<file path="config.mk">
export PLATFORM = sky130hd
export DESIGN_NAME = stream_arb_mux
export DESIGN_NICKNAME = d
export VERILOG_FILES = /design/src/rtl/stream_arb_mux_pkg.sv /design/src/rtl/stream_arb_mux_rr_arbiter.sv /design/src/rtl/stream_arb_mux.sv
export SDC_FILE = /design/constraint.sdc
export NUM_CORES = 1
export LEC_CHECK = 0
export ABC_CLOCK_PERIOD_IN_PS = 7280
export CORE_MARGIN = 10
export CORE_UTILIZATION = 40
export CTS_CLUSTER_SIZE = 24
export DETAILED_ROUTE_END_ITERATION = 12
export HOLD_SLACK_MARGIN = 0.06
export PLACE_DENSITY = 0.84
export SYNTH_ARGS = -nofsm -noshare
export SYNTH_HDL_FRONTEND = slang
export SYNTH_SLANG_ARGS = --single-unit
</file>
<file path="constraint.sdc">
create_clock -name clk -period 7.28 [get_ports clk]
set_input_delay 2.184 -clock clk [delete_from_list [all_inputs] [get_ports clk]]
set_output_delay 2.184 -clock clk [all_outputs]
set_load 0.03 [all_outputs]
</file>
<file path="src/rtl/stream_arb_mux_pkg.sv">
// Shared encodings for the stream arbiter/multiplexer: selection modes and packet-lock states.
package stream_arb_mux_pkg;

    localparam int MODE_SEL = 0;
    localparam int MODE_RR  = 1;

    typedef enum logic {
        ST_UNLOCKED = 1'b0,
        ST_LOCKED   = 1'b1
    } lock_state_e;

endpackage

</file>
<file path="src/rtl/stream_arb_mux_rr_arbiter.sv">
// Combinational round-robin arbiter: first requesting channel at or after ptr, wrapping modulo input_size.
module rr_arbiter #(
    parameter int input_size = 4,
    parameter int sel_len    = 2
) (
    input  logic [input_size-1:0] req,
    input  logic [sel_len-1:0]    ptr,
    output logic [sel_len-1:0]    grant,
    output logic                  any_req
);

    always_comb begin
        grant   = '0;
        any_req = 1'b0;
        // Outer loop walks the search order, inner loop maps it onto a constant bit index.
        for (int i = 0; i < input_size; i++) begin
            for (int j = 0; j < input_size; j++) begin
                if (!any_req && (j == (int'(ptr) + i) % input_size) && req[j]) begin
                    grant   = sel_len'(j);
                    any_req = 1'b1;
                end
            end
        end
    end

endmodule

</file>
<file path="src/rtl/stream_arb_mux.sv">
// Registered N-channel word multiplexer: external-select or round-robin arbitration with a per-packet grant
// lock. A word moves on channel g when in_valid[g] & in_ready[g]; out_data is consumed when out_valid & out_ready.
module stream_arb_mux
    import stream_arb_mux_pkg::*;
#(
    parameter int word_len   = 8,
    parameter int input_size = 4,
    parameter int sel_len    = 2,
    parameter int mode       = MODE_SEL
) (
    input  logic                           clk,
    input  logic                           rst,
    input  logic [word_len*input_size-1:0] in_data,
    input  logic [input_size-1:0]          in_valid,
    input  logic [input_size-1:0]          in_last,
    output logic [input_size-1:0]          in_ready,
    input  logic [sel_len-1:0]             sel,
    output logic [word_len-1:0]            out_data,
    output logic                           out_valid,
    output logic                           out_last,
    output logic [sel_len-1:0]             out_ch,
    input  logic                           out_ready,
    output logic                           sel_err
);

    lock_state_e          state, state_next;
    logic [sel_len-1:0]   lock_ch, rr_ptr, rr_next, cand, arb_grant;
    logic                 arb_any, cand_valid, cand_last, cand_ok;
    logic                 load, transfer, sel_ok, sel_err_set;
    logic [word_len-1:0]  cand_data;

    rr_arbiter #(
        .input_size(input_size),
        .sel_len   (sel_len)
    ) u_arb (
        .req    (in_valid),
        .ptr    (rr_ptr),
        .grant  (arb_grant),
        .any_req(arb_any)
    );

    always_comb begin
        load   = ~out_valid | out_ready;
        sel_ok = int'(sel) < input_size;

        cand = sel;
        if (state == ST_LOCKED)
            cand = lock_ch;
        else if (mode == MODE_RR)
            cand = arb_grant;

        // An out-of-range sel matches no channel, so cand_valid stays low and nothing transfers.
        cand_valid = 1'b0;
        cand_last  = 1'b0;
        cand_data  = '0;
        for (int g = 0; g < input_size; g++) begin
            if (sel_len'(g) == cand) begin
                cand_valid = in_valid[g];
                cand_last  = in_last[g];
                cand_data  = in_data[(input_size-1-g)*word_len +: word_len];
            end
        end

        if (state == ST_UNLOCKED && mode == MODE_RR)
            cand_ok = arb_any;
        else
            cand_ok = cand_valid;

        transfer = load & cand_ok;

        in_ready = '0;
        for (int g = 0; g < input_size; g++)
            in_ready[g] = transfer & (sel_len'(g) == cand);

        rr_next = (cand == sel_len'(input_size - 1)) ? '0 : cand + sel_len'(1);

        sel_err_set = (mode == MODE_SEL) && (state == ST_UNLOCKED) && (|in_valid) && !sel_ok;

        state_next = state;
        if (transfer) begin
            if (state == ST_UNLOCKED && !cand_last)
                state_next = ST_LOCKED;
            else if (state == ST_LOCKED && cand_last)
                state_next = ST_UNLOCKED;
        end
    end

    always_ff @(posedge clk or posedge rst) begin
        if (rst)
            state <= ST_UNLOCKED;
        else
            state <= state_next;
    end

    always_ff @(posedge clk or posedge rst) begin
        if (rst) begin
            out_valid <= 1'b0;
            out_data  <= '0;
            out_last  <= 1'b0;
            out_ch    <= '0;
            sel_err   <= 1'b0;
            rr_ptr    <= '0;
            lock_ch   <= '0;
        end else begin
            if (transfer) begin
                out_valid <= 1'b1;
                out_data  <= cand_data;
                out_last  <= cand_last;
                out_ch    <= cand;
                if (state == ST_UNLOCKED)
                    lock_ch <= cand;
                if (mode == MODE_RR && cand_last)
                    rr_ptr <= rr_next;
            end else if (out_ready) begin
                out_valid <= 1'b0;
            end
            if (sel_err_set)
                sel_err <= 1'b1;
        end
    end

endmodule

</file>
==> qor.yml, run 1 <==
start_util_pct: 42.5
diodes: 0
drv_slew: 0
ys_types: 31
placed_area_mm2: 0.00169
stdcell_count: 170
die_w_um: 71.8
vias: 924
worstRegToRegCells: 8
post_synth_fa_ha_maj_area_fraction_pct: 1.17
wl_per_cell_um: 19.0
cts_tree: "built"
clkSlewWorstSetupHoldPaths_ns: 0.08
r2r-end: "state"
synthCells: 79
hp-class: "reg -> reg"
p_per_area_mw_per_mm2: 384
synth_top_family_by_area: "multiplexers"
syn_nets: 125
remaining_drc_errors: 0
worstPathCellList: "clkdlybuf4s50_1, nor3_1, or2_1, o311a_4, nor3b_1, clkdlybuf4s50_1"
dp_slack_ns: 0.518
clock_skew_ns: 0.00433
ys_ff_latch: 15
path_delay_family: "buffers and inverters"
reg2reg_setup_slack_ns: 4.02
cts_sinks: 15
globalRouteOverflowTotal: 0
cap_violations: 0
crit_buf_inv: 2
final_antenna_net_count: 0
critPathKind: "in -> out"
synthMuxAreaShare_pct: 39.7
path_depth: 6
cts_hold_buf: 0
setup_violations: 0
total_leakage_power_nw: 0.705
drtPass1Iterations: 3
vdd_drop_max_uv: 290
worst_ep_required_time_ns: 5.10
cp.arrival_ns: 4.60
crit_top_cell: "clkdlybuf4s50_1"
drt_iter0_drc: 32
end_kind: "output pin"
cts_max_level: 1
num_io_pins: 62
hold_violations: 0
crit_path_top_delay_cell: "clkdlybuf4s50_1"
core-area_mm2: 0.00252
synth_area_leaders: "dfrtp_1 35%, mux4_2 19%, mux2_4 8.4%, mux2_2 6.3%, mux2i_4 4.2%"
grt_pass1_vias: 1127
max_freq_mhz: 147
finalNetCount: 187
layout-drive-gt1-share_pct: 22.1
tns_ns: 0
rows: 18
wl_um: 3230
fin_area_mm2: 0.00171
synth_compound_gate_area_share_pct: 7.93
timing.final.ws_setup_ns: 0.495
yosys.area_share.xor_xnor_pct: 0
die_area_mm2: 0.00515
portBuffers: 60
post_cts_buffers: 0
syn2layout_area_growth_pct: 59.9
clock_latency_ns: 0.28
period_needed_ns: 6.79
yosysTopAreaCell: "dfrtp_1"
ctsResizeCount: 0
max_stage_delay_ns: 0.71
synthSimpleGateAreaFrac_pct: 9.45
crit_fanout: 13
max_slew_margin_pct: 62.4
tightest_slew_ns: 0.560
worstSetupEndpoint: "in_ready[2]"
synthesis.area_mm2: 0.00107
place.gp.congestion: 0.792
clock-root-buffer: "clkbuf_4"
syn-mean-instance-area_um2: 13.6
r2r_start: "state"
cts_buffers: 3
outcome: "finished clean"
dp_cells: 166
die_h_um: 71.8
via_per_inst: 5.44
critPathLaunch: "sel[1]"
grt_usage_pct: 12.5
grt_antenna_before_repair: 0
synth_top_area_share_pct: 35.0
ys_warn_count: 0
period_share_pct: 93.2
seq_area_frac_synth_pct: 35.0
start_kind: "primary input"
cts_max_path_buffers: 2
dp_hpwl_um: 2820
grt_pass1_wl_um: 5240
grt_max_degree: 16
rsz0062_at_grt: "false"
cell type report:
type | instances | area [um2]
clock buffer | 3 | 22.5
clock inverter | 1 | 5.00
fill | 193 | 808
inverter | 8 | 30.0
multi-input combinational | 51 | 628
sequential | 15 | 375
tap | 30 | 37.5
timing repair buffer | 62 | 616
per-stage QoR:
stage               total power, mW  util [%]  hold WS, ns
finish                        0.659      68.0        0.521
global route                  0.698      68.0        0.546
CTS                           0.667      68.0        0.527
detailed placement            0.620      66.9        0.502
global placement              0.603      66.9        0.496
floorplan                     0.473         -        0.581
how the worst min path moves through the flow:
stage          depth (start not counted)         from     endpoint
2_1_floorplan                          1   lock_ch[1]   lock_ch[1]
3_3_place_gp                           1  out_data[2]  out_data[2]
3_5_place_dp                           1  out_data[6]  out_data[6]
4_1_cts                                1  out_data[2]  out_data[2]
5_1_grt                                1  out_data[2]  out_data[2]
6_report                               1  out_data[3]  out_data[3]
worst reg2reg max path: stages, from the launching register on:
cell      delay (ns)
dfrtp_1         0.61
mux2i_4         0.32
buf_4           0.26
mux4_2          0.55
inv_1           0.08
ha_1            0.23
or4_1           0.53
o221ai_1        0.21
mux2_2          0.36
power breakdown:
part	switching, mW	internal, mW
Sequential	0.0393	0.127
Clock	0.0254	0.0203
Combinational	0.208	0.238
routing by layer:
metal | GRT usage [%] | share of wire, % | routed length [um] | vias to the layer above
met4 | 5.16 | 1.7 | 55 | 0
met5 | 0 | 0 | 0 | -
met2 | 20.3 | 47 | 1510 | 51
li1 | - | - | - | 423
met3 | 6.20 | 12 | 374 | 6
met1 | 13.4 | 40 | 1290 | 444
cell families (layout without fill, tap and decap cells):
family | after synthesis | count (layout)
muxes | 25 | 25
and+or+nand+nor | 16 | 16
DFF | 15 | 15
buffers and inverters | 13 | 74
AOI/OAI and AO/OA | 8 | 8
adders and majority gates | 1 | 1
other | 1 | 1
cells in the final DEF, fill, tap and decap left out, types with 3 or more instances in the layout:
master,Yosys,routed
clkdlybuf4s50_1,0,60
clkbuf_4,0,3
mux4_2,9,9
nor3b_1,3,3
dfrtp_1,15,15
mux2_2,6,6
mux2_4,6,6
inv_1,8,8
state kept, by name, summed over array words and instances, names as in the netlist:
signal / flops
out_data: 8
out_ch: 2
lock_ch: 2
state: 1
out_last: 1
out_valid: 1
cell usage after synthesis, drive strengths merged:
master and number:
nand4b 1, conb 1, o311a 1, o221ai 1, buf 4, or4 1, nand2b 1, or2 1
mux2i 4, a21o 1, o211a 1, clkbuf 1, nor3b 3, nand2 2, mux2 12, dfrtp 15
o2111ai 2, inv 8, nor2b 1, or3 2, ha 1, mux4 9, and2 1, nand4 2
o211ai 1, a22oi 1, nor3 1
Power figures use the tool's default switching activity.
==> run 2: changes to the inputs <==
CAP_MARGIN = 10   (was not set)
CORE_UTILIZATION = 41   (was 40)
PLACE_DENSITY = 0.86   (was 0.84)
SLEW_MARGIN = 25   (was not set)
==> run 2 against run 1 <==
  * Wire length shrank 2.5%
  * Global-route usage about the same
  * Core utilization up 1.2 points
  * Critical path type unchanged
  * Flip-flop and latch count is the same
  * Combinational power fell by 1%
==> qor.yml, run 2 (synthesis gave the netlist of run 1 again) <==
vias: 944  # +2.2%
wl_um: 3150  # -2.5%
hold_violations: 0  # unchanged
wl_per_cell_um: 18.5  # -2.5%
hp-class: "reg -> reg"
die_area_mm2: 0.00506  # -1.8%
rows: 18  # unchanged
drtPass1Iterations: 4  # +1
grt_usage_pct: 12.5  # +0.042 points
grt_antenna_before_repair: 0  # unchanged
place.gp.congestion: 0.802  # +1.3%
cts_buffers: 3  # unchanged
finalNetCount: 187  # unchanged
critPathKind: "in -> out"
period_needed_ns: 6.76  # -0.0301 ns
outcome: "finished clean"
postLayoutCoreUtil_pct: 69.1  # +1.2 points
num_io_pins: 62  # unchanged
via_per_inst: 5.55  # +2.2%
most-common-layout-cells: "60 x clkdlybuf4s50_1, 15 x dfrtp_1, 9 x mux4_2, 8 x inv_1"
grt_max_degree: 16  # unchanged
core-area_mm2: 0.00248  # -1.8%
tightest_slew_ns: 0.555  # -0.00451 ns
switching_power_mw: 0.266  # -2.6%
largestRegisters: "out_data: 8 flops, lock_ch: 2 flops, out_ch: 2 flops"
use_met3_pct: 7.67  # +1.5 points
cts_hold_buf: 0  # unchanged
max_slew_margin_pct: 62.9  # +0.55 points
final_antenna_net_count: 0  # unchanged
final_common_cell: "clkdlybuf4s50_1"
die_h_um: 71.1  # -0.88%
remaining_drc_errors: 0  # unchanged
dp_hpwl_um: 2700  # -4.3%
drv_slew: 0  # unchanged
drt_iter0_drc: 70  # +120%
cap_violations: 0  # unchanged
clock-root-buffer: "clkbuf_4"
cts_max_path_buffers: 2  # unchanged
cts_sinks: 15  # unchanged
clock_skew_ns: 0.00265  # -0.00168 ns
grt_pass1_wl_um: 5200  # -0.80%
ctsResizeCount: 0  # unchanged
total_leakage_power_nw: 0.702  # -0.39%
p_per_area_mw_per_mm2: 381  # -0.91%
clock_latency_ns: 0.27  # about the same
cts_max_level: 1  # unchanged
fillers: 191  # -1.0%
seqPwrFrac_pct: 25.4  # about the same
rsz0062_at_grt: "false"
tns_ns: 0  # unchanged
diodes: 0  # unchanged
grt.busiest_layer: "met2"
start_kind: "primary input"
cts_tree: "built"
max_freq_mhz: 148  # +0.45%
period_share_pct: 92.8  # -0.41 points
regMostFlops: "out_data"
worst_ep_required_time_ns: 5.10  # about the same
post_cts_buffers: 0  # unchanged
clockPowerShare_pct: 7.0  # about the same
swShare_pct: 40.8  # -0.66 points
largest_register_ffs: 8  # unchanged
globalRouteOverflowTotal: 0  # unchanged
portBuffers: 60  # unchanged
met1_usage_pct: 13.4  # -0.037 points
setup_violations: 0  # unchanged
p_int_mw: 0.386  # +0.13%
end_kind: "output pin"
cp.arrival_ns: 4.57  # -0.03 ns
clkSlewWorstSetupHoldPaths_ns: 0.08  # about the same
vdd_drop_max_uv: 235  # -19%
grt_util_met2_pct: 19.3  # -0.98 points
layout-drive-gt1-share_pct: 21.4  # -0.71 points
crit_fanout: 13  # unchanged
start_util_pct: 43.3  # +0.77 points
p_comb_share_pct: 67.6  # about the same
grt_pass1_vias: 1088  # -3.5%
syn2layout_area_growth_pct: 59.7  # about the same
die_w_um: 71.1  # -0.88%
==> run 2: changes by cell type in the layout (fill, tap and decap cells not counted), sizes merged <==
cell | previous run | this run
clkbuf | 3 | 4
clkinv | 1 | 0
==> run 2: stage by stage <==
step                      worst slack [ns]  cell area [um2]  power, mW  std cells  hold WS [ns]
final                                0.525             1710      0.652        170         0.519
after detailed placement             0.514             1690      0.614        166         0.496
after CTS                            0.509             1710      0.662        170         0.521
after global routing                 0.325             1710      0.699        170         0.542
after global placement               0.589             1690      0.602        166         0.495
after floorplan                       1.31             1070      0.473         79         0.581
==> run 2: metal layers <==
metal / up-vias / share of wire [%] / wire, um
met1: 452 / 39 / 1240
met3: 8 / 14 / 438
met4: 0 / 2.2 / 70
met5: - / 0 / 0
li1: 422 / - / -
met2: 62 / 44 / 1400
==> run 2: critical path, stage by stage <==
cell and delay (ns):
clkdlybuf4s50_1 0.58, nor3_1 0.14, or2_1 0.29, o311a_4 0.47
nor3b_1 0.20, clkdlybuf4s50_1 0.71
==> run 2: final cells by class <==
| class | instances | area, um2 | area share (%) |
|---|---|---|---|
| sequential | 15 | 375 | 21.9 |
| tap | 30 | 37.5 | 2.19 |
| clock buffer | 4 | 26.3 | 1.53 |
| inverter | 8 | 30.0 | 1.75 |
| timing repair buffer | 62 | 616 | 35.9 |
| multi-input combinational | 51 | 628 | 36.7 |
==> run 2: path summary, 6_finish.rpt <==
| path | to | depth (start not counted) | slack [ns] | startpoint |
|---|---|---|---|---|
| max | in_ready[1] | 6 | 0.52 | sel[0] |
| min | out_data[4] | 1 | 0.52 | out_data[4] |
| max reg2reg | state | 8 | 4.03 | state |
| min reg2reg | out_data[4] | 1 | 0.52 | out_data[4] |
| max in group asynchronous | lock_ch[0] | 2 | 4.66 | rst |
| min in group asynchronous | out_last | 2 | 2.25 | rst |
==> run 2: power groups by stage <==
stage	registers, mW	clock network [mW]	logic (mW)
2_1_floorplan	0.222	0	0.251
3_3_place_gp	0.164	0	0.438
3_5_place_dp	0.166	0	0.449
4_1_cts	0.166	0.0478	0.448
5_1_grt	0.173	0.0515	0.474
6_report	0.166	0.0455	0.441
==> run 3: changes to the inputs <==
CORE_MARGIN = 1.5   (was 10)
==> run 3 against run 2 <==
  * Combinational power about the same
  * Fmax down 0.31%
  * Sequential power about the same
  * Total power about the same
  * Largest cell class unchanged
==> qor.yml, run 3 (synthesis gave the netlist of run 1 again) <==
fin_area_mm2: 0.00171  # unchanged
outcome: "finished clean"
max_slew_margin_pct: 64.0  # +1.1 points
grt_usage_pct: 21.2  # +8.7 points
finalNetCount: 187  # unchanged
post_cts_buffers: 0  # unchanged
die_w_um: 54.1  # -24%
rsz0062_at_grt: "false"
largestRegisters: "out_data: 8 flops, lock_ch: 2 flops, out_ch: 2 flops"
period_needed_ns: 6.78  # +0.0210 ns
r2r_start: "state"
final_common_cell: "clkdlybuf4s50_1"
crit_path_top_delay_cell: "clkdlybuf4s50_1"
regMostFlops: "out_data"
grt_pass1_wl_um: 4280  # -18%
diodes: 0  # unchanged
crit_top_cell: "clkdlybuf4s50_1"
r2r-end: "state"
remaining_drc_errors: 0  # unchanged
worst_ep_required_time_ns: 5.10  # about the same
p_per_area_mw_per_mm2: 381  # about the same
grt_antenna_before_repair: 0  # unchanged
clock_skew_ns: 0.00402  # +0.00137 ns
cp.arrival_ns: 4.59  # +0.02 ns
setup_violations: 0  # unchanged
drt_iter0_drc: 18  # -74%
placed_area_mm2: 0.00169  # unchanged
grt_pass1_vias: 995  # -8.5%
worstSetupEndpoint: "in_ready[2]"
critPathLaunch: "sel[1]"
start_util_pct: 43.3  # unchanged
clock-root-buffer: "clkbuf_4"
vias: 924  # -2.1%
crit_buf_inv: 2  # unchanged
cts_buffers: 3  # unchanged
num_io_pins: 62  # unchanged
via_per_inst: 5.44  # -2.1%
wl_per_cell_um: 15.3  # -17%
die_area_mm2: 0.00293  # -42%
max_stage_delay_ns: 0.71  # about the same
worstPathCellList: "clkdlybuf4s50_1, nor3_1, or2_1, o311a_4, nor3b_1, clkdlybuf4s50_1"
layout-drive-gt1-share_pct: 21.4  # unchanged
rows: 18  # unchanged
cts_max_level: 1  # unchanged
path_depth: 6  # unchanged
clkSlewWorstSetupHoldPaths_ns: 0.08  # about the same
hold_violations: 0  # unchanged
path_delay_family: "buffers and inverters"
grt_max_degree: 16  # unchanged
core-area_mm2: 0.00248  # unchanged
most-common-layout-cells: "60 x clkdlybuf4s50_1, 15 x dfrtp_1, 9 x mux4_2, 8 x inv_1"
ctsResizeCount: 0  # unchanged
portBuffers: 60  # unchanged
tightest_slew_ns: 0.536  # -0.0196 ns
reg2reg_setup_slack_ns: 4.03  # about the same
hp-class: "reg -> reg"
vdd_drop_max_uv: 281  # +20%
worstRegToRegCells: 8  # unchanged
die_h_um: 54.1  # -24%
cts_sinks: 15  # unchanged
tns_ns: 0  # unchanged
largest_register_ffs: 8  # unchanged
drv_slew: 0  # unchanged
clock_latency_ns: 0.28  # about the same
end_kind: "output pin"
total_leakage_power_nw: 0.702  # unchanged
dp_hpwl_um: 2230  # -17%
total_power_mw: 0.653  # about the same
cts_max_path_buffers: 2  # unchanged
final_antenna_net_count: 0  # unchanged
cts_tree: "built"
wl_um: 2610  # -17%
start_kind: "primary input"
period_share_pct: 93.1  # +0.29 points
place.gp.congestion: 0.709  # -12%
max_freq_mhz: 148  # -0.31%
globalRouteOverflowTotal: 0  # unchanged
drtPass1Iterations: 4  # unchanged
critPathKind: "in -> out"
cap_violations: 0  # unchanged
crit_fanout: 13  # unchanged
cts_hold_buf: 0  # unchanged
syn2layout_area_growth_pct: 59.7  # unchanged
[run 3: cell counts in the layout (fill, tap and decap cells not counted)]
Identical to the previous run, type by type.
[run 3: how the worst min path moves through the flow]
| stage | start | end | cells after the start | slack, ns |
|---|---|---|---|---|
| final | out_data[5] | out_data[5] | 1 | 0.52 |
| after global routing | out_data[5] | out_data[5] | 1 | 0.54 |
| after CTS | out_data[5] | out_data[5] | 1 | 0.52 |
| after detailed placement | out_data[6] | out_data[6] | 1 | 0.50 |
| after global placement | out_data[3] | out_data[3] | 1 | 0.49 |
| after floorplan | lock_ch[1] | lock_ch[1] | 1 | 0.58 |
[run 3: per-layer routing]
metal	vias up	part of all wire, %	GRT usage (%)
met2	53	51	35.9
li1	425	-	-
met1	440	37	22.7
met5	-	0	0
met4	0	2.1	12.1
met3	6	10	7.22
[run 3: final cells by class]
| class | instances | area (um2) |
|---|---|---|
| clock buffer | 4 | 26.3 |
| fill | 172 | 764 |
| inverter | 8 | 30.0 |
| multi-input combinational | 51 | 628 |
| sequential | 15 | 375 |
| tap | 30 | 37.5 |
| timing repair buffer | 62 | 616 |
[run 3: worst reg2reg max path, stage by stage (launching register included)]
cell,delay [ns]
dfrtp_1,0.62
mux2i_4,0.33
buf_4,0.26
mux4_2,0.54
inv_1,0.08
ha_1,0.23
or4_1,0.53
o221ai_1,0.20
mux2_2,0.36
[run 3: report_power, final]
part | switching (mW) | total, mW | internal [mW]
Combinational | 0.202 | 0.439 | 0.237
Clock | 0.0246 | 0.0459 | 0.0213
Sequential | 0.0401 | 0.168 | 0.127
[run 3: stage by stage]
stage	hold WS [ns]	std cells	setup WS, ns	utilization, %
after global placement	0.489	166	0.600	68.1
after floorplan	0.581	79	1.31	-
after global routing	0.543	170	0.342	69.1
after detailed placement	0.495	166	0.498	68.1
final	0.517	170	0.504	69.1
after CTS	0.516	170	0.480	69.1
==> variant (flow settings as in run 2) <==
Set the parameter `word_len` to 16 (it was 8).
--- a/src/rtl/stream_arb_mux.sv
+++ b/src/rtl/stream_arb_mux.sv
@@ -4,5 +4,5 @@
     import stream_arb_mux_pkg::*;
 #(
-    parameter int word_len   = 8,
+    parameter int word_len   = 16,
     parameter int input_size = 4,
     parameter int sel_len    = 2,
Ports: changed (resized in_data and out_data); port bits go from 62 to 102. No check against the original RTL was run, so the function may have changed too.
==> variant against run 2 <==
Combinational power is 57% higher; wire length rose by 61%; sequential cell count rose by 8; setup slack better by 340 ps; cell area is 57% higher; clock power grew 72%; area after synthesis is 51% higher; maximum frequency up 5.4%; critical path depth unchanged; synthesized cell count up 34%; total power is 56% higher; critical endpoint is now in_ready[2].
==> variant: results (changes against run 2) <==
[power]
leakage_nw=1.12  ; +60%
vdd_drop_max_mv=0.221  ; -6.0%

[global_routing]
grt_max_degree=24  ; +8
grt_util_met3_pct=7.13  ; -0.54 points
met1_usage_pct=15.4  ; +2.0 points
grtUsageMet2_pct=24.2  ; +4.9 points
grt_pass1_wl_um=8500  ; +64%
track_usage_pct=14.7  ; +2.2 points

[final_layout]
largestRegisters=out_data: 16 flops, lock_ch: 2 flops, out_ch: 2 flops
fin_cells=252  ; +48%
final_nets=283  ; +51%
fillers=259  ; +36%

[synth]
ys_top_cells_by_count=dfrtp_1, mux2_4, mux4_2
synth-compound-area-share_pct=5.26  ; -2.7 points
seq_area_frac_synth_pct=35.6  ; +0.57 points
synth_fa_ha_area_share_pct=0.773  ; -0.39 points
netlist_instances=106  ; +34%

[critical_path]
slowest_delay_ps=560  ; -150 ps

[placement]
pre_cts_slack_ps=900  ; +386 ps
portBuffers=100  ; +67%
place_congestion=0.844  ; +5.2%

[min_path]
holdCritStartpoint=out_data[1]$_DFFE_PP0P_

[status]
outcome=finished clean

[drt]
drt-wirelength-per-cell_um=20.1  ; +8.3%

[timing]
fin_skew_ps=4.28  ; +1.63 ps

variant: kinds of logic (layout without fill, tap and decap cells):
logic type | after synthesis | in the layout
simple gates | 16 | 16
flops | 23 | 23
buf+inv | 16 | 114
compound gates | 8 | 8
other cells | 1 | 1
mux | 41 | 41
fa+ha+maj | 1 | 1
variant: routing by layer:
layer,part of all wire (%),wire (um)
met5,0,0
met4,3.1,158
met3,11,556
met2,47,2360
met1,39,1990
variant: power breakdown:
group / internal (mW) / total [mW] / switching, mW
clock: 0.0390 / 0.0782 / 0.0393
combinational: 0.373 / 0.691 / 0.318
sequential: 0.196 / 0.250 / 0.0540
total: 0.608 / 1.02 / 0.411
variant: layout make-up:
class	count	area share (%)
sequential	23	21.4
multi-input combinational	67	35.9
timing repair buffer	102	37.7
tap	48	2.24
inverter	8	1.12
clock buffer	4	1.68
variant: worst max-delay path, delay by kind of cell:
kind                   cells  cell delay (ps)
buffers and inverters      2              790
and+or+nand+nor            3              760
AOI/OAI and AO/OA          1              480
